File: src/rtl/keypad_bcd_entry_if.sv
// Keypad-side and result signals of keypad_bcd_entry, bundled for port hookup.
// slave = the entry block itself; master = the keypad/consumer side.
interface keypad_bcd_entry_if;
    logic [3:0] row;
    logic [3:0] col;
    logic [7:0] entry;
    logic [7:0] a;
    logic [7:0] b;
    logic       key_valid;
    logic [3:0] key_code;

    modport slave (
        input  row,
        output col, entry, a, b, key_valid, key_code
    );

    modport master (
        output row,
        input  col, entry, a, b, key_valid, key_code
    );
endinterface

File: src/rtl/keypad_bcd_entry.sv
// Scans a 4x4 active-low keypad, debounces whole frames and drives a two-digit BCD entry with A/B operands.
// Latency: DEBOUNCE scan frames from the first single-key frame, plus one clk for the registered strobe.
// Backpressure: none; key_valid is a one-cycle strobe that the consumer must take when it fires.
module keypad_bcd_entry #(
    parameter int SCAN_DIV = 50000,
    parameter int DEBOUNCE = 4
) (
    input  logic              clk,
    input  logic              rst_n,
    keypad_bcd_entry_if.slave kp
);

    localparam int SW = $clog2(SCAN_DIV);
    localparam int CW = $clog2(DEBOUNCE + 1);
    localparam logic [SW-1:0] SLOT_LAST = SW'(SCAN_DIV - 1);
    localparam logic [SW-1:0] SLOT_ONE  = SW'(1);
    localparam logic [CW-1:0] DB        = CW'(DEBOUNCE);
    localparam logic [CW-1:0] CNT_ONE   = CW'(1);
    localparam logic [CW-1:0] CNT_ZERO  = '0;

    typedef enum logic [1:0] {
        IDLE    = 2'd0,
        CONFIRM = 2'd1,
        HELD    = 2'd2,
        RELEASE = 2'd3
    } state_t;

    logic [3:0]    sync1_q, sync2_q;
    logic [SW-1:0] slot_q;
    logic [1:0]    col_idx_q;
    logic [15:0]   map_q, map_d;
    state_t        state_q, state_d;
    logic [CW-1:0] cnt_q, cnt_d, cnt_inc;
    logic [3:0]    cand_q, cand_d;
    logic          strobe_d;
    logic          key_valid_q;
    logic [3:0]    key_code_q;
    logic [7:0]    entry_q, a_q, b_q;

    logic          slot_end;
    logic          frame_vld;
    logic          frame_any;
    logic          frame_single;
    logic [3:0]    frame_idx;
    logic [3:0]    frame_code;

    // Key legend indexed by col*4 + row.
    function automatic logic [3:0] key_of(input logic [3:0] idx);
        logic [3:0] k;
        k = 4'h0;
        case (idx)
            4'd0:  k = 4'h1;
            4'd1:  k = 4'h4;
            4'd2:  k = 4'h7;
            4'd3:  k = 4'hE;
            4'd4:  k = 4'h2;
            4'd5:  k = 4'h5;
            4'd6:  k = 4'h8;
            4'd7:  k = 4'h0;
            4'd8:  k = 4'h3;
            4'd9:  k = 4'h6;
            4'd10: k = 4'h9;
            4'd11: k = 4'hF;
            4'd12: k = 4'hA;
            4'd13: k = 4'hB;
            4'd14: k = 4'hC;
            4'd15: k = 4'hD;
        endcase
        return k;
    endfunction

    always_ff @(posedge clk or negedge rst_n) begin
        if (!rst_n) begin
            sync1_q <= 4'hF;
            sync2_q <= 4'hF;
        end else begin
            sync1_q <= kp.row;
            sync2_q <= sync1_q;
        end
    end

    assign slot_end  = (slot_q == SLOT_LAST);
    assign frame_vld = slot_end && (col_idx_q == 2'd3);

    // The current slot's sample is merged in live so the closing frame sees all 16 keys.
    always_comb begin
        map_d = map_q;
        map_d[{col_idx_q, 2'b00} +: 4] = ~sync2_q;
    end

    always_ff @(posedge clk or negedge rst_n) begin
        if (!rst_n) begin
            slot_q    <= '0;
            col_idx_q <= 2'd0;
            map_q     <= 16'h0000;
        end else if (slot_end) begin
            slot_q    <= '0;
            col_idx_q <= col_idx_q + 2'd1;
            map_q     <= map_d;
        end else begin
            slot_q    <= slot_q + SLOT_ONE;
        end
    end

    assign frame_any    = |map_d;
    assign frame_single = frame_any && ((map_d & (map_d - 16'd1)) == 16'd0);

    always_comb begin
        frame_idx = 4'd0;
        for (int i = 0; i < 16; i++) begin
            if (map_d[i]) frame_idx = 4'(i);
        end
    end

    assign frame_code = key_of(frame_idx);
    assign cnt_inc    = cnt_q + CNT_ONE;

    always_ff @(posedge clk or negedge rst_n) begin
        if (!rst_n) begin
            state_q <= IDLE;
            cnt_q   <= '0;
            cand_q  <= 4'h0;
        end else begin
            state_q <= state_d;
            cnt_q   <= cnt_d;
            cand_q  <= cand_d;
        end
    end

    // Entering CONFIRM or RELEASE already counts one frame, so DEBOUNCE=1 passes straight through.
    always_comb begin
        state_d  = state_q;
        cnt_d    = cnt_q;
        cand_d   = cand_q;
        strobe_d = 1'b0;
        if (frame_vld) begin
            case (state_q)
                IDLE: begin
                    if (frame_single) begin
                        cand_d = frame_code;
                        if (CNT_ONE >= DB) begin
                            state_d  = HELD;
                            cnt_d    = CNT_ZERO;
                            strobe_d = 1'b1;
                        end else begin
                            state_d = CONFIRM;
                            cnt_d   = CNT_ONE;
                        end
                    end
                end
                CONFIRM: begin
                    if (frame_single && (frame_code == cand_q)) begin
                        if (cnt_inc >= DB) begin
                            state_d  = HELD;
                            cnt_d    = CNT_ZERO;
                            strobe_d = 1'b1;
                        end else begin
                            cnt_d = cnt_inc;
                        end
                    end else if (frame_single) begin
                        cand_d = frame_code;
                        if (CNT_ONE >= DB) begin
                            state_d  = HELD;
                            cnt_d    = CNT_ZERO;
                            strobe_d = 1'b1;
                        end else begin
                            cnt_d = CNT_ONE;
                        end
                    end else begin
                        state_d = IDLE;
                        cnt_d   = CNT_ZERO;
                    end
                end
                HELD: begin
                    if (!frame_any) begin
                        if (CNT_ONE >= DB) begin
                            state_d = IDLE;
                            cnt_d   = CNT_ZERO;
                        end else begin
                            state_d = RELEASE;
                            cnt_d   = CNT_ONE;
                        end
                    end
                end
                RELEASE: begin
                    if (frame_any) begin
                        state_d = HELD;
                        cnt_d   = CNT_ZERO;
                    end else if (cnt_inc >= DB) begin
                        state_d = IDLE;
                        cnt_d   = CNT_ZERO;
                    end else begin
                        cnt_d = cnt_inc;
                    end
                end
                default: begin
                    state_d = IDLE;
                    cnt_d   = CNT_ZERO;
                end
            endcase
        end
    end

    // Every key code stored in a nibble is 0-9, so entry/a/b stay valid BCD.
    always_ff @(posedge clk or negedge rst_n) begin
        if (!rst_n) begin
            key_valid_q <= 1'b0;
            key_code_q  <= 4'h0;
            entry_q     <= 8'h00;
            a_q         <= 8'h00;
            b_q         <= 8'h00;
        end else begin
            key_valid_q <= strobe_d;
            if (strobe_d) begin
                key_code_q <= frame_code;
                if (frame_code < 4'd10) begin
                    entry_q <= {entry_q[3:0], frame_code};
                end else begin
                    case (frame_code)
                        4'hA: begin
                            a_q     <= entry_q;
                            entry_q <= 8'h00;
                        end
                        4'hB: begin
                            b_q     <= entry_q;
                            entry_q <= 8'h00;
                        end
                        4'hC: begin
                            a_q     <= 8'h00;
                            b_q     <= 8'h00;
                            entry_q <= 8'h00;
                        end
                        default: ;
                    endcase
                end
            end
        end
    end

    assign kp.col       = ~(4'b0001 << col_idx_q);
    assign kp.entry     = entry_q;
    assign kp.a         = a_q;
    assign kp.b         = b_q;
    assign kp.key_valid = key_valid_q;
    assign kp.key_code  = key_code_q;

endmodule

File: src/flat_wrapper.sv
// flat-port wrapper written by rule: the top's interface ports become plain ports
module keypad_bcd_entry_flat 
#(
    parameter int SCAN_DIV = 50000,
    parameter int DEBOUNCE = 4
)
  (clk, rst_n, kp_row, kp_col, kp_entry, kp_a, kp_b, kp_key_valid, kp_key_code);
  keypad_bcd_entry_if kp_i ();
  input  logic clk;
  input  logic rst_n;
  input wire logic [$bits(kp_i.row)-1:0] kp_row;
  output wire logic [$bits(kp_i.col)-1:0] kp_col;
  output wire logic [$bits(kp_i.entry)-1:0] kp_entry;
  output wire logic [$bits(kp_i.a)-1:0] kp_a;
  output wire logic [$bits(kp_i.b)-1:0] kp_b;
  output wire logic [$bits(kp_i.key_valid)-1:0] kp_key_valid;
  output wire logic [$bits(kp_i.key_code)-1:0] kp_key_code;
  assign kp_i.row = kp_row;
  assign kp_col = kp_i.col;
  assign kp_entry = kp_i.entry;
  assign kp_a = kp_i.a;
  assign kp_b = kp_i.b;
  assign kp_key_valid = kp_i.key_valid;
  assign kp_key_code = kp_i.key_code;
  keypad_bcd_entry #(.SCAN_DIV(SCAN_DIV), .DEBOUNCE(DEBOUNCE)) u_core (.clk(clk), .rst_n(rst_n), .kp(kp_i));
endmodule
File: config.mk
export PLATFORM = sky130hd
export DESIGN_NAME = keypad_bcd_entry_flat
export DESIGN_NICKNAME = d
export VERILOG_FILES = /design/src/rtl/keypad_bcd_entry_if.sv /design/src/rtl/keypad_bcd_entry.sv /design/src/flat_wrapper.sv
export SDC_FILE = /design/constraint.sdc
export NUM_CORES = 1
export LEC_CHECK = 0
export CORE_AREA = 2 2 103 105
export CTS_BUF_LIST = sky130_fd_sc_hd__clkbuf_8 sky130_fd_sc_hd__clkbuf_16
export CTS_CLUSTER_DIAMETER = 40
export DETAILED_ROUTE_END_ITERATION = 10
export DIE_AREA = 0 0 105 107
export PLACE_DENSITY = 0.75
export SYNTH_ARGS = -nofsm -noshare
export SYNTH_HDL_FRONTEND = slang
export SYNTH_SLANG_ARGS = --single-unit
File: constraint.sdc
create_clock -name clk -period 8.42 [get_ports clk]
set_clock_uncertainty 0.2 [all_clocks]
set_input_delay 1.684 -clock clk [delete_from_list [all_inputs] [get_ports clk]]
set_output_delay 1.684 -clock clk [all_outputs]
set_load 0.02 [all_outputs]
==> flow_metrics.tcl, run 1 <==
set metrics [dict create \
    relSlewSlack_pct 34.4 \
    grt_pass1_wl_um 16800 \
    die_height_um 107 \
    synthesis.nets 445 \
    r2r-end "u_core.kp.a[0]$_DFFE_PN0P_" \
    grt_max_degree 81 \
    avgSynthCellArea_um2 10.3 \
    area.sequential_um2 2010 \
    dp_hpwl_um 7040 \
    reg2reg_slack_ns 3.58 \
    postCtsResizedCells 0 \
    peakVddDrop_mv 0.0652 \
    ant_nets 0 \
    fmax_mhz 207 \
    outcome "complete, no violations" \
    cts_buffer_depth 2 \
    post-route-period-util_pct 57.5 \
    async_reset_ff_share_pct 100 \
    syn_inst 433 \
    hold_path_class "flop to flop" \
    path_class "flop to flop" \
    grt_overflow 0 \
    clock-sinks 80 \
    rr_worst_depth 12 \
    endpoint_kind "flop" \
    synth_warnings 0 \
    holdWs_ns 0.160 \
    yosysSeqAreaShare_pct 45.2 \
    cts_setup_buffers 0 \
    drt-initial-drc-count 315 \
    drv_slew 0 \
    boundaryPins 39 \
    synth.area.top_cells "dfrtp_1 (41%), dfstp_2 (4.7%), nand2_1 (4.3%)" \
    drv_cap 0 \
    worst_pin_slew_ns 0.984 \
    post-route-min-period_ns 4.84 \
    clockRootBuffer "clkbuf_8" \
    drive_above_1_share_pct 13.9 \
    r2r-start "u_core.col_idx_q[0]$_DFFE_PN0N_" \
    clk_latency_ns 0.37 \
    worst-path-max-fanout 16 \
    syn2layout_area_growth_pct 14.8 \
    powerDensity_nw_per_um2 135 \
    finish.utilization_pct 50.6 \
    design.core.area_um2 10100 \
    critPathRequiredTime_ns 8.51 \
    syn_area_um2 4450 \
    dr_total_vias 3500 \
    yosys-top-cells-count "dfrtp_1 (72), nand2_1 (51), o21ai_0 (23)" \
    die_w_um 105 \
    cts_tree "done" \
    grt_pass1_vias 3402 \
    yosysTopAreaCell "dfrtp_1" \
    synth_top_area_share_pct 40.5 \
    num_rows 37 \
    synthFlopType "dfrtp_1" \
    numPortBuffers 38 \
    critPathArrivalTime_ns 4.93 \
    wire_per_inst_um 16.0 \
    leakage_uw 0.00215 \
    setup_viol 0 \
    drc 0 \
    rsz0062_at_grt "false" \
    antennaDiodeCount 0 \
    min_path_cells 0 \
    antenna_found_initial 0 \
    setup_tns_ns 0 \
    hold_viol 0 \
    nets 481 \
    hold_buffers 0 \
    initial_utilization_pct 44.1 \
    drt-pass1-iter-count 4 \
    track_usage_pct 18.6 \
    dpl_cell_area_um2 4920 \
    vias_per_cell 5.74 \
    cp-start-kind "flop" \
    synth_most_common_cell "dfrtp_1" \
    min-delay-start "u_core.sync1_q[3]$_DFF_PN1_" \
    h-tree-depth 3 \
    numCtsBuffers 9 \
    holdPathEnd "u_core.sync2_q[3]$_DFF_PN1_" \
    synth-edff-count 0 \
    setup_slack_ns 3.58 \
    design_area_um2 5110 \
    place.gp.congestion 0.893 \
    multi_input_area_um2 2280 \
    dieArea_um2 11200 \
    routed_wl_um 9750 \
    ys_seq_elements 80 \
    clkTransAtPathRegs_ns 0.09 \
    pre_cts_slack_ns 3.65 \
    yosysUniqueCellTypes 80 \
    fillers 945 \
]
## critical path, cell delays in order, from the launching register on
cell	delay (ns)
dfrtp_1	0.68
inv_1	0.17
ha_1	0.53
nor4b_1	0.26
mux2i_1	0.50
nand2_1	0.28
a211o_1	0.34
a311oi_1	0.34
o22ai_2	0.19
xnor2_2	0.19
nand2_1	0.16
nor4_4	0.66
mux2i_1	0.25
## logic make-up after synthesis
family,count (synthesis),share of synthesized area (%)
AND/OR/NAND/NOR,154,19.7
multiplexers,24,6.11
XOR/XNOR,19,3.91
buffers and inverters,35,3.52
flip-flops,80,45.2
adder cells (fa/ha/maj),8,2.14
AO/OA/AOI/OAI,113,19.4
## flip-flops by register name, indices dropped and copies added (netlist names)
register	flops
u_core.kp.key_valid	1
u_core.kp.entry	8
u_core.col_idx_q	2
u_core.state_q	2
u_core.kp.a	8
u_core.kp.key_code	4
u_core.sync2_q	4
u_core.map_q	16
u_core.slot_q	16
u_core.sync1_q	4
u_core.kp.b	8
u_core.cnt_q	3
u_core.cand_q	4
## per-layer routing
| metal | routed length [um] | vias to the layer above | global-route usage [%] |
|---|---|---|---|
| met3 | 553 | 22 | 4.38 |
| met4 | 165 | 0 | 5.81 |
| li1 | - | 1658 | - |
| met1 | 4300 | 1697 | 24.2 |
| met5 | 0 | - | 0 |
| met2 | 4730 | 123 | 30.7 |
## stage by stage
stage,std cells,power (uW)
after floorplan,433,413
after global routing,610,716
after detailed placement,594,427
after CTS,610,693
after global placement,594,427
final,610,689
## how the worst max path moves through the flow
stage	depth (start not counted)	from	slack, ns	endpoint
5_1_grt	12	u_core.col_idx_q[0]$_DFFE_PN0N_	3.23	u_core.kp.a[7]$_DFFE_PN0P_
4_1_cts	12	u_core.col_idx_q[0]$_DFFE_PN0N_	3.65	u_core.kp.a[6]$_DFFE_PN0P_
2_1_floorplan	14	u_core.col_idx_q[0]$_DFFE_PN0N_	4.52	u_core.kp.a[0]$_DFFE_PN0P_
6_report	12	u_core.col_idx_q[0]$_DFFE_PN0N_	3.58	u_core.kp.a[0]$_DFFE_PN0P_
3_5_place_dp	12	u_core.col_idx_q[0]$_DFFE_PN0N_	3.65	u_core.kp.a[6]$_DFFE_PN0P_
3_3_place_gp	11	u_core.col_idx_q[0]$_DFFE_PN0N_	3.86	u_core.kp.a[0]$_DFFE_PN0P_
## final cells by class
type,count,share of cell area (%)
timing repair buffer,39,7.55
sequential,80,39.4
inverter,21,1.54
clock inverter,7,1.13
clock buffer,9,2.43
multi-input combinational,318,44.6
tap,136,3.33
## where the power goes
group | internal (uW) | switching [uW]
Clock | 111 | 158
Combinational | 9.42 | 20.7
Sequential | 387 | 2.12
## cell usage in the layout, fill, tap and decap left out, types with 4 or more instances in the layout
cell,netlist,routed
nand3_1,12,12
a22o_1,17,17
dfstp_2,8,8
nand2_1,51,51
nor2b_1,9,9
xor2_1,10,10
nand2b_1,4,4
dfrtp_1,72,72
inv_1,20,21
o211ai_1,4,4
xnor2_1,8,8
a21oi_1,11,11
clkbuf_8,0,9
nor2_1,22,22
nor4b_1,5,5
nor3_1,8,8
and2_1,6,6
o21a_1,4,4
mux2i_1,10,10
clkdlybuf4s50_1,0,37
and3_1,11,11
ha_1,6,6
a41oi_1,4,4
nor3_2,4,4
o21ai_0,23,23
a31oi_1,11,11
mux2_2,12,12
(Power assumes the default switching activity.)
==> run 2: changes to the inputs <==
clock period = 4.9 ns   (was 8.42 ns; I/O delays follow)
==> run 2 against run 1 <==
- routed wire length increased by 1.5%
- via count down 0.29%
- total power grew 80%
- first-iteration DRC count shrank 14%
- sequential share of layout area fell by 0.51 points
- sequential power rose by 72%
- worst hold slack got worse by 0.0014 ns
- critical path depth unchanged
- clock-buffer cell count is the same
- flip-flop and latch count unchanged
- critical endpoint is now u_core.kp.entry[7]$_DFFE_PN0P_
- largest power group unchanged
==> flow_metrics.tcl, run 2 (synthesis gave the netlist of run 1 again) <==
set metrics [dict create \
    rsz0062_at_grt "false" \
    cp-start-kind "flop" \
    hold_path_class "flop to flop" \
    clk_latency_ns 0.37 \
    cts_tree "done" \
    final_cell_mix "dfrtp_1 (72), nand2_1 (51), clkdlybuf4s50_1 (37), o21ai_0 (23), nor2_1 (22)" \
    syn2layout_area_growth_pct 16.3 \
    power.internal_uw 927 \
    cts_setup_buffers 0 \
    drc 0 \
    place_inst 598 \
    pwr-share-comb_pct 4.2 \
    critPathRequiredTime_ns 4.96 \
    dr_total_vias 3490 \
    design.core.area_um2 10100 \
    relSlewSlack_pct 34.6 \
    setup_tns_ns 0 \
    endpoint_kind "flop" \
    die_w_um 105 \
    drt-pass1-iter-count 5 \
    swShare_pct 25.2 \
    post-route-period-util_pct 92.5 \
    clkTransAtPathRegs_ns 0.09 \
    clockRootBuffer "clkbuf_8" \
    grt_overflow 0 \
    antenna_found_initial 0 \
    outcome "complete, no violations" \
    hold_viol 0 \
    worst-path-max-fanout 14 \
    drive_above_1_share_pct 15.1 \
    clock-sinks 80 \
    seq_power_share_pct 54.1 \
    place.gp.congestion 0.963 \
    ant_nets 0 \
    post-route-min-period_ns 4.53 \
    initial_utilization_pct 44.1 \
    mostFrequentLayoutCell "dfrtp_1" \
    dieArea_um2 11200 \
    die_height_um 107 \
    powerDensity_nw_per_um2 239 \
    reg_top3 "u_core.map_q (16), u_core.slot_q (16)" \
    num_rows 37 \
    path_class "flop to flop" \
    boundaryPins 39 \
    setup_viol 0 \
    hold_buffers 0 \
    drv_slew 0 \
    critPathArrivalTime_ns 4.59 \
    worst_pin_slew_ns 0.982 \
    h-tree-depth 3 \
    drt-initial-drc-count 272 \
    peakVddDrop_mv 0.124 \
    routed_wl_um 9890 \
    grt_max_degree 81 \
    vias_per_cell 5.68 \
    numCtsBuffers 9 \
    cts_buffer_depth 2 \
    track_usage_pct 18.5 \
    leakage_uw 0.00218 \
    fmax_mhz 221 \
    grt_pass1_wl_um 16600 \
    drv_cap 0 \
    fin_cells 614 \
    p_clk_share_pct 41.7 \
    nets 485 \
    grt_pass1_vias 3377 \
    dp_hpwl_um 7100 \
    wire_per_inst_um 16.1 \
    p_switching_uw 312 \
    antennaDiodeCount 0 \
    postCtsResizedCells 0 \
    numPortBuffers 38 \
]
==> run 2: cell count changes in the layout (fill, tap and decap cells not counted), sizes merged <==
cell and change:
bufinv +1, inv -1, buf +4
==> run 2: critical path, cell delays in order (launching register included) <==
cell      delay [ns]
dfrtp_1         0.39
inv_1           0.08
ha_1            0.47
nor4b_2         0.27
mux2i_1         0.56
nand2_1         0.30
a211o_1         0.35
a311oi_1        0.36
o22ai_2         0.22
xnor2_2         0.23
nand4_2         0.22
a311o_1         0.49
a22o_1          0.26
==> run 2: stage by stage <==
| stage | total power (uW) | area (um2) | hold slack, ns | worst slack [ns] | utilization (%) |
|---|---|---|---|---|---|
| 6_report | 1240 | 5170 | 0.159 | 0.367 | 51.3 |
| 5_1_grt | 1290 | 5170 | 0.162 | 0.146 | 51.3 |
| 4_1_cts | 1250 | 5170 | 0.160 | 0.407 | 51.2 |
| 3_5_place_dp | 735 | 4950 | 0.147 | 0.434 | 49.1 |
| 3_3_place_gp | 734 | 4950 | 0.146 | 0.540 | 49.1 |
| 2_1_floorplan | 709 | 4450 | 0.145 | 1.00 | - |
==> run 2: worst paths after layout <==
check	start	end	slack, ns	cells after the start
min in group asynchronous	rst_n	u_core.map_q[11]$_DFFE_PN0N_	0.58	1
hold / removal	u_core.sync1_q[3]$_DFF_PN1_	u_core.sync2_q[3]$_DFF_PN1_	0.16	0
hold reg to reg	u_core.sync1_q[3]$_DFF_PN1_	u_core.sync2_q[3]$_DFF_PN1_	0.16	0
max in group asynchronous	rst_n	u_core.slot_q[10]$_DFF_PN0_	3.31	1
setup reg to reg	u_core.col_idx_q[1]$_DFFE_PN0N_	u_core.kp.entry[7]$_DFFE_PN0P_	0.37	12
setup / recovery	u_core.col_idx_q[1]$_DFFE_PN0N_	u_core.kp.entry[7]$_DFFE_PN0P_	0.37	12
==> run 2: area by class of cell <==
class | instances | area [um2]
clock buffer | 9 | 124
clock inverter | 7 | 88.8
sequential | 80 | 2010
fill | 920 | 4920
timing repair buffer | 43 | 415
inverter | 21 | 78.8
tap | 136 | 170
multi-input combinational | 318 | 2280
==> run 2: per-layer routing <==
metal  track usage (%)  routed length [um]  up-vias
met4              6.48                 167        0
met5                 0                   0        -
met3              4.26                 520       15
met2              30.6                4730       91
met1              23.9                4470     1710
li1                  -                   -     1674
==> run 2: power groups by stage <==
stage | Clock [uW] | Combinational [uW] | Sequential, uW
after floorplan | 0 | 28.2 | 681
final | 517 | 52.1 | 670
after CTS | 529 | 52.8 | 669
after detailed placement | 0 | 52.6 | 682
after global routing | 557 | 58.2 | 670
after global placement | 0 | 51.7 | 682
